**src/rtl/addsub_accumulator_if.sv**
```systemverilog
// Bus bundle for addsub_accumulator: operation request, result/flags output
// and the drive/return pair to the external ripple adder/subtractor.
interface addsub_accumulator_if #(
  parameter int WIDTH = 4
);
  // Operation request (upstream)
  logic             in_valid;
  logic             in_ready;
  logic [1:0]       op;
  logic [WIDTH-1:0] operand;

  // External adder/subtractor connection
  logic [WIDTH-1:0] addsub_a;
  logic [WIDTH-1:0] addsub_b;
  logic             addsub_cin;
  logic [WIDTH-1:0] addsub_sum;
  logic             addsub_cout;

  // Result and status (downstream)
  logic [WIDTH-1:0] acc;
  logic             flag_c;
  logic             flag_z;
  logic             flag_n;
  logic             flag_v;
  logic             out_valid;
  logic             out_ready;

  // Accumulator side: consumes requests and adder results, produces status
  modport slave (
    input  in_valid, op, operand, addsub_sum, addsub_cout, out_ready,
    output in_ready, addsub_a, addsub_b, addsub_cin,
           acc, flag_c, flag_z, flag_n, flag_v, out_valid
  );

  // Environment side: issues requests, hosts the adder, takes results
  modport master (
    output in_valid, op, operand, addsub_sum, addsub_cout, out_ready,
    input  in_ready, addsub_a, addsub_b, addsub_cin,
           acc, flag_c, flag_z, flag_n, flag_v, out_valid
  );
endinterface

```
**src/rtl/addsub_accumulator.sv**
```systemverilog
// Sequencing/result-capture stage around an external combinational
// WIDTH-bit ripple adder/subtractor. One operation per input handshake:
// IDLE accepts, EXEC lets the adder settle and captures its result at the
// closing edge, RESP holds the result and flags until the consumer takes it.
module addsub_accumulator #(
  parameter int WIDTH = 4
) (
  input logic                 clk,
  input logic                 rst,
  addsub_accumulator_if.slave bus
);

  typedef enum logic [1:0] {
    ST_IDLE = 2'd0,
    ST_EXEC = 2'd1,
    ST_RESP = 2'd2
  } state_e;

  localparam logic [1:0] OP_LOAD  = 2'b00;
  localparam logic [1:0] OP_ADD   = 2'b01;
  localparam logic [1:0] OP_SUB   = 2'b10;
  localparam logic [1:0] OP_CLEAR = 2'b11;

  // Two's-complement overflow of a +/- b given the adder's effective b input
  function automatic logic signed_ovf(input logic a_msb, input logic b_msb,
                                      input logic cin, input logic sum_msb);
    return ~(a_msb ^ (b_msb ^ cin)) & (sum_msb ^ a_msb);
  endfunction

  state_e           state_q, state_d;
  logic [1:0]       op_q, op_d;
  logic [WIDTH-1:0] opnd_q, opnd_d;
  logic [WIDTH-1:0] acc_q, acc_d;
  logic             flag_c_q, flag_c_d;
  logic             flag_z_q, flag_z_d;
  logic             flag_n_q, flag_n_d;
  logic             flag_v_q, flag_v_d;
  logic             in_ready_q;
  logic             out_valid_q;

  // The adder is driven continuously from the stored state, in every state
  assign bus.addsub_a   = acc_q;
  assign bus.addsub_b   = opnd_q;
  assign bus.addsub_cin = (op_q == OP_SUB);

  assign bus.acc       = acc_q;
  assign bus.flag_c    = flag_c_q;
  assign bus.flag_z    = flag_z_q;
  assign bus.flag_n    = flag_n_q;
  assign bus.flag_v    = flag_v_q;
  assign bus.in_ready  = in_ready_q;
  assign bus.out_valid = out_valid_q;

  // Next-state, operand latch and EXEC-only accumulator/flag update
  always_comb begin
    state_d  = state_q;
    op_d     = op_q;
    opnd_d   = opnd_q;
    acc_d    = acc_q;
    flag_c_d = flag_c_q;
    flag_z_d = flag_z_q;
    flag_n_d = flag_n_q;
    flag_v_d = flag_v_q;
    case (state_q)
      ST_IDLE: begin
        if (bus.in_valid) begin
          op_d    = bus.op;
          opnd_d  = bus.operand;
          state_d = ST_EXEC;
        end else begin
          state_d = ST_IDLE;
        end
      end
      ST_EXEC: begin
        state_d = ST_RESP;
        case (op_q)
          OP_ADD, OP_SUB: begin
            acc_d    = bus.addsub_sum;
            flag_c_d = bus.addsub_cout;
            flag_v_d = signed_ovf(acc_q[WIDTH-1], opnd_q[WIDTH-1],
                                  (op_q == OP_SUB), bus.addsub_sum[WIDTH-1]);
          end
          OP_LOAD: begin
            acc_d    = opnd_q;
            flag_c_d = 1'b0;
            flag_v_d = 1'b0;
          end
          OP_CLEAR: begin
            acc_d    = {WIDTH{1'b0}};
            flag_c_d = 1'b0;
            flag_v_d = 1'b0;
          end
          default: begin
            acc_d    = acc_q;
            flag_c_d = flag_c_q;
            flag_v_d = flag_v_q;
          end
        endcase
        flag_z_d = (acc_d == {WIDTH{1'b0}});
        flag_n_d = acc_d[WIDTH-1];
      end
      ST_RESP: begin
        if (bus.out_ready) begin
          state_d = ST_IDLE;
        end else begin
          state_d = ST_RESP;
        end
      end
      default: begin
        state_d = ST_IDLE;
      end
    endcase
  end

  // State, datapath and registered handshake outputs; reset wins over all
  always_ff @(posedge clk) begin
    if (rst) begin
      state_q     <= ST_IDLE;
      op_q        <= 2'b00;
      opnd_q      <= {WIDTH{1'b0}};
      acc_q       <= {WIDTH{1'b0}};
      flag_c_q    <= 1'b0;
      flag_z_q    <= 1'b0;
      flag_n_q    <= 1'b0;
      flag_v_q    <= 1'b0;
      in_ready_q  <= 1'b1;
      out_valid_q <= 1'b0;
    end else begin
      state_q     <= state_d;
      op_q        <= op_d;
      opnd_q      <= opnd_d;
      acc_q       <= acc_d;
      flag_c_q    <= flag_c_d;
      flag_z_q    <= flag_z_d;
      flag_n_q    <= flag_n_d;
      flag_v_q    <= flag_v_d;
      in_ready_q  <= (state_d == ST_IDLE);
      out_valid_q <= (state_d == ST_RESP);
    end
  end

endmodule

```
**src/flat_wrapper.sv**
```systemverilog
// flat-port wrapper written by rule: the top's interface ports become plain ports
module addsub_accumulator_flat 
#(
  parameter int WIDTH = 4
)
  (clk, rst, bus_in_valid, bus_op, bus_operand, bus_addsub_sum, bus_addsub_cout, bus_out_ready, bus_in_ready, bus_addsub_a, bus_addsub_b, bus_addsub_cin, bus_acc, bus_flag_c, bus_flag_z, bus_flag_n, bus_flag_v, bus_out_valid);
  addsub_accumulator_if #(.WIDTH(WIDTH)) bus_i ();
  input logic clk;
  input logic rst;
  input wire logic [$bits(bus_i.in_valid)-1:0] bus_in_valid;
  input wire logic [$bits(bus_i.op)-1:0] bus_op;
  input wire logic [$bits(bus_i.operand)-1:0] bus_operand;
  input wire logic [$bits(bus_i.addsub_sum)-1:0] bus_addsub_sum;
  input wire logic [$bits(bus_i.addsub_cout)-1:0] bus_addsub_cout;
  input wire logic [$bits(bus_i.out_ready)-1:0] bus_out_ready;
  output wire logic [$bits(bus_i.in_ready)-1:0] bus_in_ready;
  output wire logic [$bits(bus_i.addsub_a)-1:0] bus_addsub_a;
  output wire logic [$bits(bus_i.addsub_b)-1:0] bus_addsub_b;
  output wire logic [$bits(bus_i.addsub_cin)-1:0] bus_addsub_cin;
  output wire logic [$bits(bus_i.acc)-1:0] bus_acc;
  output wire logic [$bits(bus_i.flag_c)-1:0] bus_flag_c;
  output wire logic [$bits(bus_i.flag_z)-1:0] bus_flag_z;
  output wire logic [$bits(bus_i.flag_n)-1:0] bus_flag_n;
  output wire logic [$bits(bus_i.flag_v)-1:0] bus_flag_v;
  output wire logic [$bits(bus_i.out_valid)-1:0] bus_out_valid;
  assign bus_i.in_valid = bus_in_valid;
  assign bus_i.op = bus_op;
  assign bus_i.operand = bus_operand;
  assign bus_i.addsub_sum = bus_addsub_sum;
  assign bus_i.addsub_cout = bus_addsub_cout;
  assign bus_i.out_ready = bus_out_ready;
  assign bus_in_ready = bus_i.in_ready;
  assign bus_addsub_a = bus_i.addsub_a;
  assign bus_addsub_b = bus_i.addsub_b;
  assign bus_addsub_cin = bus_i.addsub_cin;
  assign bus_acc = bus_i.acc;
  assign bus_flag_c = bus_i.flag_c;
  assign bus_flag_z = bus_i.flag_z;
  assign bus_flag_n = bus_i.flag_n;
  assign bus_flag_v = bus_i.flag_v;
  assign bus_out_valid = bus_i.out_valid;
  addsub_accumulator #(.WIDTH(WIDTH)) u_core (.clk(clk), .rst(rst), .bus(bus_i));
endmodule
```
**config.mk**
```make
export PLATFORM = sky130hd
export DESIGN_NAME = addsub_accumulator_flat
export DESIGN_NICKNAME = d
export VERILOG_FILES = /design/src/rtl/addsub_accumulator_if.sv /design/src/rtl/addsub_accumulator.sv /design/src/flat_wrapper.sv
export SDC_FILE = /design/constraint.sdc
export NUM_CORES = 1
export LEC_CHECK = 0
export BUFFER_PORTS_ARGS = -buffer_cell sky130_fd_sc_hd__buf_2
export CORE_MARGIN = 1.5
export CORE_UTILIZATION = 48
export DETAILED_ROUTE_END_ITERATION = 7
export HOLD_SLACK_MARGIN = 0.02
export PLACE_DENSITY = 0.92
export SETUP_SLACK_MARGIN = 0.4
export SYNTH_ARGS = -nofsm -noshare
export SYNTH_HDL_FRONTEND = slang
export SYNTH_SLANG_ARGS = --single-unit
```
**constraint.sdc**
```tcl
create_clock -name clk -period 2.37 [get_ports clk]
set_input_delay 0.474 -clock clk [delete_from_list [all_inputs] [get_ports clk]]
set_output_delay 0.474 -clock clk [all_outputs]
set_load 0.03 [all_outputs]
```
==> results of run 1 <==
cell usage in the layout (no fill, tap or decap), types with 2 or more instances in the layout:
master,n
clkbuf_4,3
inv_1,4
nand2b_1,4
nand2_1,8
o211a_1,2
o21ai_0,2
nor2_1,10
dfxtp_1,17
a21oi_1,3
a311oi_1,2
buf_2,33
ha_1,2
mux2i_1,7
nand3b_1,2
flip-flops by register name, indices dropped and copies added (netlist names):
signal	cells
u_core.state_q	2
u_core.bus.in_ready	1
u_core.bus.out_valid	1
u_core.op_q	2
u_core.bus.acc	4
u_core.bus.flag_c	1
u_core.bus.addsub_b	4
u_core.bus.flag_v	1
u_core.bus.flag_z	1
critical path: stages, from the launching register on:
cell and delay (ns):
dfxtp_1 0.35, inv_1 0.07, ha_1 0.23, buf_2 0.19
path summary, 6_finish.rpt:
check | from | end | slack [ns] | cells after the start
max | u_core.op_q[0] | bus_addsub_cin | 0.77 | 3
min | bus_operand[3] | u_core.bus.addsub_b[3] | 0.42 | 3
max reg2reg | u_core.op_q[0] | u_core.bus.flag_z | 0.87 | 5
min reg2reg | u_core.bus.flag_c | u_core.bus.flag_c | 0.47 | 2
power breakdown:
part           total [uW]  internal [uW]  switching [uW]
registers             318            305            13.2
logic                 157           57.3            99.7
clock network         157           62.8            94.4
metrics by stage:
stage | setup WS (ns) | total power [uW] | hold WS [ns] | cells
global route | 0.724 | 665 | 0.427 | 128
global placement | 0.951 | 477 | 0.442 | 124
CTS | 0.770 | 632 | 0.423 | 128
finish | 0.774 | 632 | 0.416 | 128
detailed placement | 0.911 | 482 | 0.460 | 124
floorplan | 1.02 | 448 | 0.460 | 83
area by class of cell:
class                   count  area [sq um]
clock buffers               3          22.5
inverters                   4          15.0
multi-input cells          53           365
clock inverters             1          5.00
flip-flops and latches     17           340
repair buffers             34           173
fillers                   124           583
well taps                  16          20.0
per-layer routing:
metal / wire, um / vias up / global-route usage [%]
met2: 820 / 26 / 29.3
li1: - / 339 / -
met5: 0 / - / 0
met4: 12 / 0 / 12.7
met3: 66 / 2 / 5.00
met1: 672 / 301 / 21.6
logic make-up after synthesis:
logic type                 after synthesis  synth area share [%]
and+or+nand+nor                         30                  18.9
DFF                                     17                  43.3
AOI/OAI and AO/OA                       13                  14.3
buffers and inverters                   13                  10.2
muxes                                    7                  8.92
adders and majority gates                2                  3.18
xor gates and xnor gates                 1                  1.11
==> results.json, run 1 <==
{
  "finalNetCount": 130,
  "tightest_slew_ns": 0.350,
  "syn2layout_area_growth_pct": 19.7,
  "period_share_pct": 67.4,
  "cts_setup_buffers": 0,
  "die_width_um": 43.5,
  "stdcell_area_sq_um": 941,
  "cts_resized": 0,
  "synthTopCellsByArea": "dfxtp_1 (43%), mux2i_1 (8.9%), buf_4 (5.7%)",
  "final_util_pct": 61.7,
  "tns_ns": 0,
  "clock-sinks": 17,
  "num_vias": 668,
  "synth_seq_cells": 17,
  "drv_cap": 0,
  "fmax_ghz": 0.626,
  "rsz0062_at_grt": "no",
  "place_hpwl_um": 1240,
  "avgSynthCellArea_sq_um": 9.47,
  "drt-vias-per-instance": 5.22,
  "initial_core_util_pct": 51.6,
  "io_pins": 34,
  "p_leak_uw": 0.000487,
  "vdd_drop_max_uv": 436,
  "path_max_fanout": 2,
  "drc_errors": 0,
  "io_buffers": 33,
  "synthCells": 83,
  "synth_warnings": 0,
  "setup_viol": 0,
  "worst_ep_required_time_ns": 1.90,
  "drt_iter0_markers": 5,
  "finalMaxSlewViolations": 0,
  "slew_headroom_pct": 76.7,
  "ctsHoldBuffers": 0,
  "antenna_found_initial": 0,
  "grt_pass1_wl_um": 2510,
  "clock_skew_ns": 0.00808,
  "diodes": 0,
  "yosysSeqAreaShare_pct": 43.3,
  "std_cell_rows": 14,
  "critPathLaunchType": "register",
  "synth_top_area_share_pct": 43.3,
  "gr-total-overflow": 0,
  "synth-edff-count": 0,
  "status": "complete, no violations",
  "finalHoldViolations": 0,
  "cts_tree": "built",
  "min_path_type": "primary input to register",
  "fin_crit_ns": 1.60,
  "cts_max_level": 1,
  "drtAntennaViolNets": 0,
  "wl_um": 1570,
  "async_reset_ff_share_pct": 0,
  "synth_area_sq_um": 786,
  "grtUsageTotal_pct": 18.4,
  "ctsRootBufferMaster": "clkbuf_4",
  "core-area_sq_um": 1520,
  "synth_nets": 100,
  "gp_congestion": 0.724,
  "synth_area_leader_cell": "dfxtp_1",
  "worstSetupPathType": "register to output port",
  "drtPass1Iterations": 4,
  "grt_max_degree": 13,
  "critical_path_arrival_ns": 1.12,
  "wl_per_cell_um": 12.3,
  "clock_path_buffers": 2,
  "cts-buffers-inserted": 3,
  "die_y_um": 43.5,
  "yosys-top-cells-count": "dfxtp_1 (17), nor2_1 (10), nand2_1 (8)",
  "dieArea_sq_um": 1890,
  "placed_cell_area_sq_um": 913,
  "powerDensity_nw_per_um2": 672,
  "ys_types": 27,
  "drive_above_1_share_pct": 35.7,
  "clk_latency_ns": 0.29,
  "grt_pass1_vias": 603,
  "cts.clk_slew.worst_paths_ns": 0.11,
  "yosysMostFrequentCell": "dfxtp_1",
  "ys.flop_type": "dfxtp_1",
  "end_kind": "output port"
}
Note: power is estimated with default switching activity, not from simulation.
==> run 2, diff against run 1 <==
Settings changed: CORE_UTILIZATION 48 to 41, PLACE_DENSITY 0.92 to 0.84.
Clock period 2.37 ns to 1.3 ns, I/O delays scaled along.
==> run 2 against run 1 <==
  * The run now ends with setup timing left
  * Combinational power rose to 3.0 times the previous value
  * Setup slack lost 0.97 ns
  * Global-route usage rose by 2.2 points
  * Critical path type is now register to register
==> results.json, run 2 (same netlist as run 1, synthesis figures left out) <==
{
  "p_comb_share_pct": 34.9,
  "diodes": 0,
  "drv_cap": 0,
  "grt_use_met2_pct": 37.3,
  "ctsRootBufferMaster": "clkbuf_4",
  "grt_max_degree": 12,
  "stdcell_area_sq_um": 1350,
  "grt_util_met3_pct": 5.77,
  "p_sw_share_pct": 33.2,
  "critPathLaunchType": "register",
  "std_cell_rows": 15,
  "end_kind": "register",
  "drive_above_1_share_pct": 69.5,
  "die_y_um": 46.8,
  "drtAntennaViolNets": 0,
  "num_vias": 790,
  "gr-total-overflow": 0,
  "syn2layout_area_growth_pct": 71.7,
  "crit_end": "u_core.bus.acc[2]",
  "clock-sinks": 17,
  "place_hpwl_um": 1320,
  "io_pins": 34,
  "clk_latency_ns": 0.30,
  "antenna_found_initial": 0,
  "drt_iter0_markers": 20,
  "fmax_ghz": 0.669,
  "path_max_fanout": 6,
  "finalMaxSlewViolations": 0,
  "status": "finished, violations left",
  "drtPass1Iterations": 4,
  "cts_tree": "built",
  "busiest_layer": "met2",
  "seqPwrFrac_pct": 43.5,
  "setup_viol": 6,
  "critical_path_arrival_ns": 1.69,
  "slew_headroom_pct": 72.2,
  "grt_pass1_vias": 745,
  "wl_per_cell_um": 15.6,
  "p_int_uw": 913,
  "r2r_slack_ns": -0.19,
  "finalNetCount": 146,
  "tightest_slew_ns": 0.417,
  "p_leak_uw": 0.000628,
  "die_width_um": 46.8,
  "rsz0062_at_grt": "yes",
  "reg2regPathDepth": 6,
  "placed_cell_area_sq_um": 998,
  "min_path_type": "primary input to register",
  "grtUsageTotal_pct": 20.6,
  "final_common_cell": "buf_6",
  "met1_usage_pct": 21.6,
  "mostFrequentLayoutCells": "buf_6 (25), buf_2 (14), dfxtp_2 (14), buf_4 (11), nor2_1 (10)",
  "switchingPower_uw": 454,
  "gp_congestion": 0.765,
  "cts_max_level": 1,
  "finalHoldViolations": 0,
  "timing.rr.end": "u_core.bus.acc[2]",
  "worstSetupPathType": "register to register",
  "crit_start": "u_core.op_q[0]",
  "fin_crit_ns": 1.49,
  "clock_skew_ns": 0.00788,
  "worst_ep_required_time_ns": 1.49,
  "core-area_sq_um": 1760,
  "clkPwrFrac_pct": 21.6,
  "period_share_pct": 115,
  "r2r_start": "u_core.op_q[0]",
  "powerDensity_nw_per_um2": 1010,
  "dieArea_sq_um": 2190,
  "clock_path_buffers": 2,
  "fin_ws_ns": -0.194,
  "ctsHoldBuffers": 0,
  "failed_checks": "setup timing",
  "cts.clk_slew.worst_paths_ns": 0.11,
  "initial_core_util_pct": 44.5,
  "drt-vias-per-instance": 5.16,
  "cts-buffers-inserted": 3,
  "grt_pass1_wl_um": 3100,
  "io_buffers": 33,
  "p_total_uw": 1370,
  "tns_ns": -0.775,
  "drc_errors": 0,
  "wl_um": 2390,
  "vdd_drop_max_uv": 819
}
## run 2: cell types whose count changed in the layout (fill, tap and decap cells not counted), sizes merged
cell,change
buf,+16
clkbuf,+1
clkinv,-1
## run 2: cell type report
class / instances / area [sq um]
Clock buffer: 4 / 26.3
Fill cell: 121 / 415
Inverter: 4 / 15.0
Multi-Input combinational cell: 53 / 473
Sequential cell: 17 / 369
Tap cell: 25 / 31.3
Timing Repair Buffer: 50 / 434
## run 2: power by group through the flow
stage	clock network [uW]	logic, uW	registers, uW
3_3_place_gp	0	311	591
2_1_floorplan	0	186	644
3_5_place_dp	0	320	594
6_report	295	478	595
5_1_grt	313	504	599
4_1_cts	285	424	592
## run 2: critical path: stages (launching register included)
cell	delay, ns
dfxtp_2	0.36
inv_2	0.04
buf_4	0.13
ha_4	0.23
buf_6	0.14
nand3b_1	0.16
a311oi_1	0.32
## run 2: layer usage
layer  wire length [um]  vias up
li1                   -      371
met1                926      372
met2               1270       37
met3                121       10
met4                 65        0
met5                  0        -
## run 2: repair_timing
action | 4_1_cts | 5_1_grt
pin swaps | 2 | 6
resized for setup | 68 | 11
buffers inserted | 5 | 4
setup endpoints to repair | 36 | 36
hold endpoints to repair | 0 | 0
## run 2: worst min path at each step
stage	depth (start not counted)	startpoint	slack [ns]	endpoint
after floorplan	1	rst	0.32	u_core.state_q[1]
after global routing	3	bus_op[0]	0.21	u_core.op_q[0]
after global placement	2	u_core.bus.flag_c	0.44	u_core.bus.flag_c
final	3	bus_operand[3]	0.20	u_core.bus.addsub_b[3]
after CTS	3	bus_operand[0]	0.20	u_core.bus.addsub_b[0]
after detailed placement	2	u_core.bus.flag_c	0.45	u_core.bus.flag_c
## run 2: metrics by stage
stage	setup slack (ns)	instances	hold slack [ns]	utilization, %
detailed placement	-0.0908	140	0.449	56.6
global route	-0.243	153	0.213	76.5
finish	-0.194	153	0.202	76.5
CTS	-0.134	149	0.198	71.6
global placement	-0.0210	140	0.442	56.6
floorplan	0.0375	83	0.321	-
